**config.mk**
```make
export PLATFORM = sky130hd
export DESIGN_NAME = mips_dmem_resp
export DESIGN_NICKNAME = d
export VERILOG_FILES = /design/src/rtl/mips_dmem_resp.sv
export SDC_FILE = /design/constraint.sdc
export NUM_CORES = 2
export LEC_CHECK = 0
export BUFFER_PORTS_ARGS = -buffer_cell sky130_fd_sc_hd__clkbuf_2
export CELL_PAD_IN_SITES_DETAIL_PLACEMENT = 0
export CELL_PAD_IN_SITES_GLOBAL_PLACEMENT = 1
export CORE_MARGIN = 1
export CORE_UTILIZATION = 59
export DETAILED_ROUTE_END_ITERATION = 16
export GPL_ROUTABILITY_DRIVEN = 0
export PLACE_DENSITY_LB_ADDON = 0.3
export SKIP_CTS_REPAIR_TIMING = 1
export SLEW_MARGIN = 5
export SYNTH_ARGS = -nofsm -noshare
export SYNTH_HDL_FRONTEND = slang
export SYNTH_SLANG_ARGS = --single-unit
```
**constraint.sdc**
```tcl
create_clock -name clk -period 6.7 [get_ports clk]
set_input_delay 0 -clock clk [delete_from_list [all_inputs] [get_ports clk]]
set_output_delay 0 -clock clk [all_outputs]
set_load 0.01 [all_outputs]
```
**src/rtl/mips_dmem_resp.sv**
```systemverilog
// mips_dmem_resp: same-cycle data-memory responder for the single-cycle MIPS core.
// Word RAM plus an I/O page with GPIO, timer, cycle counter and a misaligned-store flag.
module mips_dmem_resp #(
    parameter int          BUS_WIDTH = 32,
    parameter int          MEM_DEPTH = 64,
    parameter logic [23:0] IO_PAGE   = 24'h0000FF
) (
    input  logic                 clk,
    input  logic                 rst,
    input  logic                 we_mem,
    input  logic [BUS_WIDTH-1:0] addr_mem,
    input  logic [BUS_WIDTH-1:0] wr_mem_data,
    output logic [BUS_WIDTH-1:0] mem_data,
    input  logic [BUS_WIDTH-1:0] gpio_in,
    output logic [BUS_WIDTH-1:0] gpio_out,
    output logic                 timer_irq,
    output logic                 misalign_err
);
    localparam int AW = $clog2(MEM_DEPTH);
    localparam logic [BUS_WIDTH-1:0] ONE = 1;

    logic [BUS_WIDTH-1:0] mem [MEM_DEPTH];
    logic [BUS_WIDTH-1:0] gpio_out_d, gpio_out_q, sync1_d, sync1_q, sync2_d, sync2_q;
    logic [BUS_WIDTH-1:0] tcnt_d, tcnt_q, tcmp_d, tcmp_q, cycle_d, cycle_q;
    logic [2:0]           tctrl_d, tctrl_q;
    logic                 match_d, match_q, misalign_d, misalign_q;
    logic                 io_sel, wr_ok, reg_wr, hit;
    logic                 w_gpio, w_cnt, w_cmp, w_ctrl, w_stat;
    logic [5:0]           off;

    always_comb begin
        io_sel     = addr_mem[BUS_WIDTH-1:8] == IO_PAGE;
        wr_ok      = we_mem && addr_mem[1:0] == 2'b00;
        reg_wr     = wr_ok && io_sel;
        off        = addr_mem[7:2];
        w_gpio     = reg_wr && off == 6'h00;
        w_cnt      = reg_wr && off == 6'h02;
        w_cmp      = reg_wr && off == 6'h03;
        w_ctrl     = reg_wr && off == 6'h04;
        w_stat     = reg_wr && off == 6'h05;
        hit        = tctrl_q[0] && tcnt_q == tcmp_q;
        gpio_out_d = w_gpio ? wr_mem_data : gpio_out_q;
        sync1_d    = gpio_in;
        sync2_d    = sync1_q;
        tcmp_d     = w_cmp ? wr_mem_data : tcmp_q;
        tctrl_d    = w_ctrl ? wr_mem_data[2:0] : tctrl_q;
        cycle_d    = cycle_q + ONE;
        // A CPU write to the counter pre-empts both counting and match detection
        tcnt_d     = w_cnt ? wr_mem_data : !tctrl_q[0] ? tcnt_q :
                     (hit && tctrl_q[1]) ? '0 : tcnt_q + ONE;
        match_d    = (hit && !w_cnt) || (match_q && !(w_stat && wr_mem_data[0]));
        misalign_d = (we_mem && addr_mem[1:0] != 2'b00) ||
                     (misalign_q && !(w_stat && wr_mem_data[1]));
    end

    always_comb begin
        mem_data = '0;
        if (!io_sel)
            mem_data = mem[addr_mem[AW+1:2]];
        else
            case (off)
                6'h00:   mem_data = gpio_out_q;
                6'h01:   mem_data = sync2_q;
                6'h02:   mem_data = tcnt_q;
                6'h03:   mem_data = tcmp_q;
                6'h04:   mem_data = {{(BUS_WIDTH-3){1'b0}}, tctrl_q};
                6'h05:   mem_data = {{(BUS_WIDTH-2){1'b0}}, misalign_q, match_q};
                6'h06:   mem_data = cycle_q;
                default: mem_data = '0;
            endcase
    end

    always_ff @(posedge clk)
        if (wr_ok && !io_sel) mem[addr_mem[AW+1:2]] <= wr_mem_data;

    always_ff @(posedge clk or negedge rst) begin
        if (!rst) begin
            gpio_out_q <= '0;
            sync1_q    <= '0;
            sync2_q    <= '0;
            tcnt_q     <= '0;
            tcmp_q     <= '1;
            tctrl_q    <= '0;
            match_q    <= 1'b0;
            misalign_q <= 1'b0;
            cycle_q    <= '0;
        end else begin
            gpio_out_q <= gpio_out_d;
            sync1_q    <= sync1_d;
            sync2_q    <= sync2_d;
            tcnt_q     <= tcnt_d;
            tcmp_q     <= tcmp_d;
            tctrl_q    <= tctrl_d;
            match_q    <= match_d;
            misalign_q <= misalign_d;
            cycle_q    <= cycle_d;
        end
    end

    assign gpio_out     = gpio_out_q;
    assign timer_irq    = match_q && tctrl_q[2];
    assign misalign_err = misalign_q;
endmodule
```
==> flow_metrics.py <==
metrics = {
    "clocking": {
        "clock_sinks": 2245,
        "cts-root-buf": "clkbuf_16",
        "htree_levels": 4,
        "clkTransAtPathRegs_ns": 0.06,
        "cts_tree": "done",
        "clkLatencyLatePin_ns": 0.85,
        "cts_buffers": 216,
        "clockBufferDepth": 3,
    },
    "die": {
        "fp.dieW_um": 389,
        "core_area_um2": 148000,
        "die-area_um2": 151000,
        "die_h_um": 389,
        "io-pin-count": 165,
        "initial_core_util": 0.597,
        "std_cell_rows": 141,
    },
    "finish": {
        "regArea_um2": 66500,
        "layout.nets": 4962,
        "area_delta_synth_final_pct": 13.3,
        "fillers": 9337,
        "final_layout_size_suffix_gt1_frac": 0.247,
        "multi_input_area_um2": 20900,
        "final_common_cell": "edfxtp_1",
        "final_cell_mix": "edfxtp_1 (2048), mux4_2 (419), mux2i_1 (286), clkbuf_16 (218)",
    },
    "timing": {
        "rsz0062_at_grt": "no",
        "relSlewSlack": 0.133,
        "slew_viol_final": 0,
        "finClkSkew_ns": 0.0186,
        "setup_viol": 0,
        "setup_tns_ns": 0,
        "hold_violations": 0,
        "tightest_slew_ns": 1.30,
        "max_freq_ghz": 0.248,
        "period_needed_ns": 4.03,
        "hold-worst-slack_ns": 0.0459,
        "period_share": 0.601,
    },
    "synth": {
        "yosysTopAreaCellShare": 0.696,
        "yosys_warnings": 0,
        "yosys-top-cells-area": "edfxtp_1 (70%), mux4_2 (11%), dfrtp_1 (4.7%)",
        "synth.distinct_cells": 70,
        "synth_ff_type": "edfxtp_1",
        "synth_seq_area_share": 0.752,
        "ys_ff_latch": 2245,
        "synth_edf_count": 2048,
        "syn_inst": 4507,
        "avgSynthCellArea_um2": 19.6,
        "syn-num-nets": 4608,
        "synth_top_area_cell": "edfxtp_1",
        "async_reset_ff_frac": 0.0878,
        "syn_area_um2": 88400,
    },
    "global_routing": {
        "grt_pass1_vias": 45939,
        "grt_use_total": 0.316,
        "antenna_found_initial": 8,
        "grt_max_degree": 130,
        "grt.overflow.total": 0,
        "grt_pass1_wl_um": 337000,
    },
    "setup_path": {
        "critical_path.max_fanout": 69,
        "end_kind": "output port",
        "crit_slowest_cell": "a21oi_1",
        "path_cells": "buf_8 > buf_4 > mux4_2 > mux4_2 > a21oi_1 > o211ai_1 > clkbuf_2",
        "crit_arrival_ns": 4.03,
        "cpMostUsedCell": "mux4_2",
        "slowest_delay_ns": 0.83,
        "crit_required_ns": 6.70,
        "crit_type": "primary input to output port",
        "start_kind": "primary input",
    },
    "drt": {
        "avgRoutedWirePerCell_um": 34.0,
        "first_pass_iters": 6,
        "viasPerCell": 6.83,
        "ant_nets": 0,
        "vias": 47664,
        "post-route-drc-count": 0,
        "dr.first_iter.drc_count": 6068,
        "routed_wirelength_um": 238000,
    },
    "placement": {
        "dp_hpwl_um": 133000,
        "numPortBuffers": 164,
    },
    "pwr": {
        "pwr-share-clk": 0.421,
        "power.leakage_nw": 33.3,
        "powerDensity_nw_per_um2": 290,
        "seqPwrFrac": 0.528,
        "ir_drop_mv": 0.270,
        "internal_power_w": 0.0228,
        "p_comb_frac": 0.051,
        "p_sw_w": 0.00626,
        "swShare": 0.215,
    },
    "job": {
        "maxCapViolations": 0,
    },
    "outcome": {
        "status": "finished clean",
    },
    "worst_hold_path": {
        "hold_path.class": "primary input to register",
    },
}
## layout make-up
cell class,count,share of cell area
clock buffer,263,0.0563
clock inverter,143,0.0154
multi-input combinational,1973,0.209
antenna,1,0.0000250
inverter,17,0.000712
tap,1930,0.0241
timing repair buffer,408,0.0310
sequential,2245,0.664
## path summary, 6_finish.rpt
kind / start / to / slack [ns] / cells past startpoint
max in group asynchronous: rst / cycle_q[18]$_DFF_PN0_ / 5.41 / 4
min: addr_mem[1] / gpio_out[1]$_DFFE_PN0P_ / 0.05 / 5
min reg2reg: sync1_q[16]$_DFF_PN0_ / sync2_q[16]$_DFF_PN0_ / 0.35 / 0
max: addr_mem[2] / mem_data[9] / 2.67 / 7
max reg2reg: tcnt_q[30]$_DFFE_PN0P_ / tcnt_q[19]$_DFFE_PN0P_ / 3.65 / 6
min in group asynchronous: rst / tcmp_q[23]$_DFFE_PN1P_ / 0.43 / 3
## power groups by stage
stage	Combinational, W	Clock, W	Sequential [W]
2_1_floorplan	0.000743	0	0.0156
3_3_place_gp	0.00141	0	0.0156
3_5_place_dp	0.00143	0	0.0156
4_1_cts	0.00143	0.0124	0.0154
5_1_grt	0.00156	0.0129	0.0153
6_report	0.00149	0.0122	0.0154
## worst max-delay path: cells and delay by family
family                 cells  cell delay [ns]
buffers and inverters      3             1.53
AO/OA/AOI/OAI              2             1.16
multiplexers               2             1.08
## synth_stat cells, types with 9 or more instances
library cell and n:
a31oi_1 45, dfstp_2 32, a221oi_1 97, nand4_1 36
o21ai_1 15, mux2_2 99, nand2_1 165, buf_2 67
buf_4 58, a221o_1 16, xnor2_1 45, and3_1 20
edfxtp_1 2048, nor2b_1 12, nor2_1 136, nor4_1 15
mux4_2 419, a21oi_1 61, clkbuf_1 111, a22oi_1 82
o22ai_1 9, dfrtp_1 165, nand3_1 77, a311o_1 10
o21ai_0 121, nand2b_1 28, buf_1 14, mux2i_1 286
inv_1 14, buf_6 22, nor3_1 40, o211ai_1 29
and2_1 14
## stage by stage
step / std cells / utilization / cell area (um2) / power (W) / setup WS, ns
2_1_floorplan: 4507 / - / 88400 / 0.0164 / 3.27
3_5_place_dp: 6469 / 0.620 / 91900 / 0.0171 / 2.81
4_1_cts: 6875 / 0.669 / 99100 / 0.0291 / 2.78
5_1_grt: 6979 / 0.676 / 100000 / 0.0298 / 2.57
6_report: 6980 / 0.676 / 100000 / 0.0291 / 2.67
3_3_place_gp: 6469 / 0.620 / 91900 / 0.0170 / 2.81
## sequential cells by signal (all words and copies together), names as in the netlist
register / flops
mem: 2048
cycle_q: 32
gpio_out: 32
sync1_q: 32
sync2_q: 32
tcmp_q: 32
tcnt_q: 32
tctrl_q: 3
match_q: 1
misalign_err: 1
## kinds of logic after synthesis
group | after synthesis | synth area share
AO/OA/AOI/OAI | 548 | 0.0431
XOR/XNOR | 53 | 0.00525
adder cells (fa/ha/maj) | 2 | 0.000283
buffers and inverters | 289 | 0.0175
flip-flops | 2245 | 0.752
multiplexers | 804 | 0.152
AND/OR/NAND/NOR | 566 | 0.0304
## routing by layer
metal  GRT usage  wire length, um
met1       0.458            91500
met2       0.485           112000
met5           0               29
met3      0.0670            26300
met4       0.103             8140
Power figures use the tool's default switching activity.
